## src/rtl/rf_write_arbiter_pkg.sv

```systemverilog
`default_nettype none
// ============================================================================
//  Module  : rf_write_arbiter_pkg
//  Brief   : Shared register-file constants and the saturating counter helper
//            used by the write-port arbiter.
//  Revision: 1.0 - initial release
// ============================================================================
package rf_write_arbiter_pkg;

  localparam int RF_AW = 5;
  localparam int RF_DW = 32;
  localparam logic [RF_AW-1:0] RF_ZERO_REG = 5'd0;

  // Width of each per-requester debug grant counter
  localparam int CNT_W = 8;

  // Increment that sticks at all-ones instead of wrapping
  function automatic logic [CNT_W-1:0] sat_inc(input logic [CNT_W-1:0] v);
    return (v == {CNT_W{1'b1}}) ? v : v + {{(CNT_W-1){1'b0}}, 1'b1};
  endfunction

endpackage
`default_nettype wire

```

## src/rtl/rf_write_arbiter_pick.sv

```systemverilog
`default_nettype none
// ============================================================================
//  Module  : rr_pick
//  Brief   : Combinational round-robin picker. Searches the valid vector
//            starting one past the last granted index and returns the first
//            valid requester as a one-hot grant plus its binary index.
//  Revision: 1.0 - initial release
// ============================================================================
module rr_pick #(
  parameter int NREQ = 2
) (
  input  logic [NREQ-1:0]         i_valid,
  input  logic [$clog2(NREQ)-1:0] i_last_grant,
  output logic [NREQ-1:0]         o_grant,
  output logic [$clog2(NREQ)-1:0] o_idx
);

  localparam int c_LGW = $clog2(NREQ);

  int   w_pos;
  logic w_found;

  // Walk the requesters in priority order (last+1, last+2, ...) and stop at the first valid one
  always_comb begin
    o_grant = '0;
    o_idx   = '0;
    w_found = 1'b0;
    w_pos   = 0;
    for (int k = 1; k <= NREQ; k++) begin
      w_pos = int'(i_last_grant) + k;
      if (w_pos >= NREQ) w_pos = w_pos - NREQ;
      if (!w_found && i_valid[w_pos]) begin
        w_found        = 1'b1;
        o_grant[w_pos] = 1'b1;
        o_idx          = w_pos[c_LGW-1:0];
      end
    end
  end

endmodule
`default_nettype wire

```

## src/rtl/rf_write_arbiter.sv

```systemverilog
`default_nettype none
// ============================================================================
//  Module  : rf_write_arbiter
//  Brief   : Round-robin arbiter sharing the register file's single write port.
//            Registers the winning address/data/strobe toward the decoder and
//            array, suppresses writes to $zero, and offers a same-cycle bypass
//            compare for the read ports.
//  Revision: 1.0 - initial release
// ============================================================================
module rf_write_arbiter
  import rf_write_arbiter_pkg::*;
#(
  parameter int NREQ = 2,
  parameter int AW   = RF_AW,
  parameter int DW   = RF_DW
) (
  input  logic              clk,
  input  logic              reset,
  input  logic [NREQ-1:0]   req_valid,
  input  logic [NREQ*AW-1:0] req_addr,
  input  logic [NREQ*DW-1:0] req_data,
  output logic [NREQ-1:0]   req_ready,
  output logic [AW-1:0]     rf_c,
  output logic              rf_en,
  output logic [DW-1:0]     rf_pw,
  input  logic [AW-1:0]     byp_addr,
  output logic              byp_hit,
  output logic [DW-1:0]     byp_data,
  output logic [NREQ*8-1:0] grant_cnt
);

  localparam int               c_LGW       = $clog2(NREQ);
  localparam logic [c_LGW-1:0] c_LAST_INIT = c_LGW'(NREQ - 1);

  logic [c_LGW-1:0] r_last_grant;
  logic [NREQ-1:0]  w_grant;
  logic [c_LGW-1:0] w_idx;
  logic             w_xfer;
  logic [AW-1:0]    w_addr;
  logic [DW-1:0]    w_data;
  logic [AW-1:0]    r_c;
  logic [DW-1:0]    r_pw;
  logic             r_en;

  rr_pick #(
    .NREQ (NREQ)
  ) u_pick (
    .i_valid      (req_valid),
    .i_last_grant (r_last_grant),
    .o_grant      (w_grant),
    .o_idx        (w_idx)
  );

  // The picker only grants valid requesters, so any grant bit is a transfer
  assign req_ready = w_grant;
  assign w_xfer    = |w_grant;

  // Select the winner's address and data from the one-hot grant
  always_comb begin
    w_addr = '0;
    w_data = '0;
    for (int i = 0; i < NREQ; i++) begin
      if (w_grant[i]) begin
        w_addr = req_addr[i*AW +: AW];
        w_data = req_data[i*DW +: DW];
      end
    end
  end

  // Round-robin pointer advances only when a write is accepted
  always_ff @(posedge clk or posedge reset) begin
    if (reset) begin
      r_last_grant <= c_LAST_INIT;
    end else if (w_xfer) begin
      r_last_grant <= w_idx;
    end
  end

  // Output stage: writes to $zero are accepted but never strobe the array
  always_ff @(posedge clk or posedge reset) begin
    if (reset) begin
      r_en <= 1'b0;
      r_c  <= '0;
      r_pw <= '0;
    end else if (w_xfer) begin
      if (w_addr == RF_ZERO_REG) begin
        r_en <= 1'b0;
        r_c  <= '0;
        r_pw <= '0;
      end else begin
        r_en <= 1'b1;
        r_c  <= w_addr;
        r_pw <= w_data;
      end
    end else begin
      r_en <= 1'b0;
    end
  end

  generate
    for (genvar g = 0; g < NREQ; g++) begin : g_cnt
      logic [CNT_W-1:0] r_cnt;

      // Saturating count of writes accepted from this requester
      always_ff @(posedge clk or posedge reset) begin
        if (reset) begin
          r_cnt <= '0;
        end else if (w_grant[g]) begin
          r_cnt <= sat_inc(r_cnt);
        end
      end

      assign grant_cnt[g*8 +: 8] = r_cnt;
    end
  endgenerate

  assign rf_en    = r_en;
  assign rf_c     = r_c;
  assign rf_pw    = r_pw;
  assign byp_hit  = r_en && (r_c == byp_addr);
  assign byp_data = byp_hit ? r_pw : '0;

endmodule
`default_nettype wire

```

## config.mk

```make
export PLATFORM = sky130hd
export DESIGN_NAME = rf_write_arbiter
export DESIGN_NICKNAME = d
export VERILOG_FILES = /design/src/rtl/rf_write_arbiter_pkg.sv /design/src/rtl/rf_write_arbiter_pick.sv /design/src/rtl/rf_write_arbiter.sv
export SDC_FILE = /design/constraint.sdc
export NUM_CORES = 1
export LEC_CHECK = 0
export CORE_MARGIN = 2
export CORE_UTILIZATION = 37
export CTS_CLUSTER_DIAMETER = 80
export DETAILED_ROUTE_END_ITERATION = 10
export PLACE_DENSITY = 0.86
export SLEW_MARGIN = 20
export SYNTH_ARGS = -nofsm -noshare
export SYNTH_HDL_FRONTEND = slang
export SYNTH_SLANG_ARGS = --single-unit
export TNS_END_PERCENT = 1
```

## constraint.sdc

```tcl
create_clock -name clk -period 2.4 [get_ports clk]
set_input_delay 0.48 -clock clk [delete_from_list [all_inputs] [get_ports clk]]
set_output_delay 0.48 -clock clk [all_outputs]
set_load 0.03 [all_outputs]
```

# Word-level counts from Yosys, hierarchy flattened
# Cells that the tools add are included.
# word_totals
regBits	55
input_bits	83
output_inout_bits	89
elab_cells	59
# op_classes
order_cmp	6
addsub	6
bitwise_logic	3
muxes	26
n_eq_ne	3
n_reduce_logical	9
# ops
op	n
2-to-1 mux 32 bit	6
greater-or-equal comparator 32 x 1 -> 1 bit, second input constant	2
greater-or-equal comparator 32 x 3 -> 1 bit, second input constant	2
< comparator 32 x 3 -> 1 bit, second input constant	2
subtractor 32 x 3 -> 32 bit, second input constant	2
adder 8 x 1 -> 8 bit, second input constant	2
equality test 8 bit, second input constant	2
2-to-1 mux 5 bit	3
2-to-1 mux 1 bit	13
equality test 5 bit	1
logical NOT 5 bit	1
logical AND 1 bit	4
2-to-1 mux 2 bit	2
AND reduction 2 bit	2
adder 1 x 2 -> 3 bit, second input constant	1
adder 1 x 1 -> 2 bit, second input constant	1
demux 1 bit (select 1 bit)	2
NOT 1 bit	2
bitwise OR 2 bit	1
OR reduction 2 bit	1
logical NOT 1 bit	1

# Logic depth before layout (Yosys ltp)
# logic_depth
depth_word	15
depth_mapped	6
mapped_depth_nobuf	5

# Hierarchy
# A second synthesis with hierarchy kept.
# unflattened
cells_unflattened	375
hier_area_um2	3363.2
# modules_own_cells
mod	cells_each	instances	area_per_inst_um2	seq_area_each_um2
rf_write_arbiter	371	1	3337.0	1377.6
rr_pick	4	1	26.3	0.0

# Worst setup path after synthesis
# No wires, ideal clock.
# synth_path
path_type	reg2out
start	register r_c[2] (netlist: rf_c[2])
end	output byp_data[0]
path_slack_ps	-34
t_arrival_ps	1954
path_stages_with_launch	6
t_required_ps	1920
path_buffers	1
path_cell_list	dfrtp_1 -> xor2_1 -> nor4_1 -> and3_1 -> clkbuf_1 -> and2_1
# synth_via
elab_chain_len	3
# synth_lines
element	line_no	rtl
from (decl)	rf_write_arbiter.sv:41	logic [AW-1:0] r_c;
from (signal assigned)	rf_write_arbiter.sv:92	r_c <= w_addr;
equality test 5 bit	rf_write_arbiter.sv:120	assign byp_hit = r_en && (r_c == byp_addr);
logical AND 1 bit	rf_write_arbiter.sv:120	
net byp_hit	rf_write_arbiter.sv:27	output logic byp_hit,
2-to-1 mux 32 bit	rf_write_arbiter.sv:121	assign byp_data = byp_hit ? r_pw : '0;
to (decl)	rf_write_arbiter.sv:28	output logic [DW-1:0] byp_data,
# The timed path passes the listed nets, and every way through them passes these cells.

# Worst setup path after layout
# layout_path
start	register r_c[4] (netlist: rf_c[4])
end	output byp_data[4]
# layout_via
elab_chain_len	3
# layout_lines
element	line_no
equality test 5 bit	rf_write_arbiter.sv:120
logical AND 1 bit	rf_write_arbiter.sv:120
2-to-1 mux 32 bit	rf_write_arbiter.sv:121
# No other way between the ends.

==> results <==
==> stage by stage <==
| step | total power [mW] | setup TNS, ps | util [%] | cells | worst slack (ps) |
|---|---|---|---|---|---|
| finish | 3.60 | -2880 | 68.5 | 555 | -109 |
| global route | 3.78 | -6070 | 68.5 | 555 | -205 |
| CTS | 3.59 | -3430 | 66.5 | 551 | -132 |
| detailed placement | 2.86 | -4250 | 62.9 | 543 | -152 |
| global placement | 2.82 | -2540 | 62.9 | 543 | -95.0 |
| floorplan | 2.14 | 0 | - | 278 | 161 |
==> worst max-delay path, stage by stage, from the launching register on <==
cell       delay (ps)
dfrtp_1           430
xor2_1            150
nor4_1            360
and3_4            330
clkbuf_16         180
and2_4            140
buf_6             120
==> area by class of cell <==
cell class | count | area (µm²)
Timing Repair Buffer | 187 | 1950
Clock buffer | 6 | 72.6
Sequential cell | 55 | 1380
Fill cell | 548 | 2270
Inverter | 5 | 18.8
Multi-Input combinational cell | 201 | 1340
Clock inverter | 2 | 60.1
Tap cell | 99 | 124
==> cell usage after synthesis (2+ instances only) <==
cell / n
dfrtp_1: 54
nand2_1: 37
and2_1: 33
a22oi_1: 32
o21ai_0: 29
xor2_1: 12
clkbuf_1: 9
nor2_1: 8
xnor2_1: 7
nand3_1: 6
a32o_1: 4
inv_1: 4
mux2_2: 4
buf_1: 3
buf_6: 3
nand4_1: 3
nor3_1: 3
o21ai_1: 3
a21o_1: 2
and3_1: 2
buf_2: 2
ha_1: 2
o22ai_1: 2
or2_2: 2
==> cells by family (layout without fill, tap and decap cells) <==
| logic type | after synthesis | count (layout) | share of synthesized area, % |
|---|---|---|---|
| AO/OA/AOI/OAI | 78 | 78 | 19.0 |
| XOR/XNOR | 19 | 19 | 6.05 |
| adder cells (fa/ha/maj) | 2 | 2 | 0.910 |
| buffers and inverters | 22 | 200 | 3.91 |
| flip-flops | 55 | 55 | 50.1 |
| multiplexers | 4 | 4 | 1.64 |
| AND/OR/NAND/NOR | 98 | 98 | 18.4 |
==> power by group through the flow <==
stage	Combinational (mW)	Clock, mW	Sequential, mW
after detailed placement	1.49	0	1.37
after floorplan	0.409	0	1.73
after CTS	1.50	0.735	1.36
final	1.52	0.714	1.37
after global placement	1.46	0	1.37
after global routing	1.61	0.776	1.40
==> state kept, by name, indices dropped and copies added, names as in the netlist <==
signal        count
g_cnt.r_cnt      16
r_last_grant      1
rf_en             1
rf_c              5
rf_pw            32
==> layer usage <==
layer | track usage, % | wire (µm) | share of wire, %
met1 | 26.5 | 3950 | 40
met2 | 39.6 | 5120 | 52
met3 | 5.03 | 521 | 5.3
met4 | 7.56 | 187 | 1.9
met5 | 0 | 0 | 0
==> worst paths after layout <==
| check | from | end |
|---|---|---|
| min | rf_pw[18]$_DFFE_PP0N_ | rf_pw[18]$_DFFE_PP0N_ |
| max in group asynchronous | reset | r_last_grant$_DFFE_PP1P_ |
| max reg2reg | r_last_grant$_DFFE_PP1P_ | rf_pw[28]$_DFFE_PP0N_ |
| max | rf_c[4]$_DFFE_PP0N_ | byp_data[4] |
| min reg2reg | rf_pw[18]$_DFFE_PP0N_ | rf_pw[18]$_DFFE_PP0N_ |
| min in group asynchronous | reset | rf_en$_DFF_PP0_ |
==> what timing repair did <==
action | in CTS | in global routing
pin swaps | 1 | 15
setup endpoints to repair | 33 | 33
resized for setup | 33 | 31
setup buffers | 0 | 1
gates cloned | 0 | 3
==> summary.md <==
| Metric | Value |
|---|---|
| Fraction of final layout cells sized beyond drive strength 1 | `21.3%` |
| Comb pwr share | `42.2%` |
| Number of global-route vias before repair | `2,890` |
| Port buffer count | `171` |
| Clock latency on the worst-skew pair | `300 ps` |
| GP Congestion | `0.843` |
| Synth Warn # | `0` |
| Setup CP Type | `reg2out` |
| # H-tree levels | `2` |
| Worst-path clk slew | `100 ps` |
| Setup ws final | `-109 ps` |
| Sequential area share after synthesis | `50.1%` |
| Vias per Instance | `5.19` |
| Switching power | `1.34 mW` |
| Synth Instances | `278` |
| Max-slew violation count | `0` |
| Internal power | `2.26 mW` |
| CTS root buffer | `clkbuf_8` |
| Top FF cell, synth | `dfrtp_1` |
| First-pass GRT wire length | `14.7 mm` |
| Setup crit end kind | `output pin` |
| WP data arrival | `2030 ps` |
| Starting Density | `38.1%` |
| Remaining global-route overflow | `0` |
| Worst slew pin tran | `695 ps` |
| Number of synthesized flops with an enable pin | `0` |
| Final instance area | `4940 µm²` |
| Most frequent cells in the layout | `clkdlybuf4s50_1, dfrtp_1, nand2_1` |
| Endpoints failing hold | `0` |
| Die width | `90.2 µm` |
| Die area | `8140 µm²` |
| Hold bufs inserted after CTS | `0` |
| Die Y | `90.2 µm` |
| Number of diodes | `0` |
| Tcrit/Tclk final | `105%` |
| Largest net degree at the start of global routing | `56` |
| Max VDD drop | `617 µV` |
| Avg Cell Area, Syn | `9.89 µm²` |
| LEAKAGE | `2.13 nW` |
| Clock power frac | `19.8%` |
| RSZ-0062 raised after global routing | `yes` |
| First drt pass iteration count | `4` |
| Outcome | `finished, violations left` |
| Num CTS Buffers | `5` |
| Slew HR | `53.4%` |
| WP data required | `1920 ps` |
| Failing checks | `negative setup slack` |
| Number of max-cap violations | `0` |
| DRC | `0` |
| Hpwl dp | `6.62 mm` |
| Top post-synthesis cells by area | `dfrtp_1, a22oi_1, and2_1, o21ai_0, nand2_1` |
| Net Sw Frac | `37.3%` |
| Most common cell after layout, fill and taps aside | `clkdlybuf4s50_1` |
| Initial antenna violation count | `0` |
| Fmax | `399 MHz` |
| Hold depth | `2` |
| Core area | `7210 µm²` |
| Gr usage total | `22.3%` |
| Sinks on Clock Net | `55` |
| Synth top area share | `49.1%` |
| CTS tree | `done` |
| Layout Nets | `540` |
| Worst min-delay path class | `reg2reg` |
| Final ANT Viol Nets | `0` |
| Synth Cell Area | `2750 µm²` |
| Core Rows | `31` |
| Ys async rst share | `100%` |
| Startpoint types | `flop` |
| DRT Wirelength | `9.78 mm` |
| FF-to-FF setup slack | `470 ps` |
| Routed WL per cell | `17.6 µm` |
| Min Hold Slack | `514 ps` |
| Yosys top cell by area | `dfrtp_1` |
| Final min period | `2510 ps` |
| Worst-path maximum fanout | `8` |
| Synth cell types | `36` |
| Syn nets | `363` |
| Ports | `172` |
| Yosys reg bits | `55` |
| Area grow syn2layout | `79.7%` |
| Starting DRT DRC Count | `109` |
| Power share of the sequential group | `38.0%` |
| Final setup vio count | `32` |
| DP Area | `4540 µm²` |
| Power Dens Cells | `728 nW/µm²` |
| Setup Skew | `6.85 ps` |
| Via count | `2,878` |
| Bufs on Longest Clock Path | `2` |
| Worst-case reg-to-reg path depth | `6` |
Note: power is estimated with default switching activity, not from simulation.
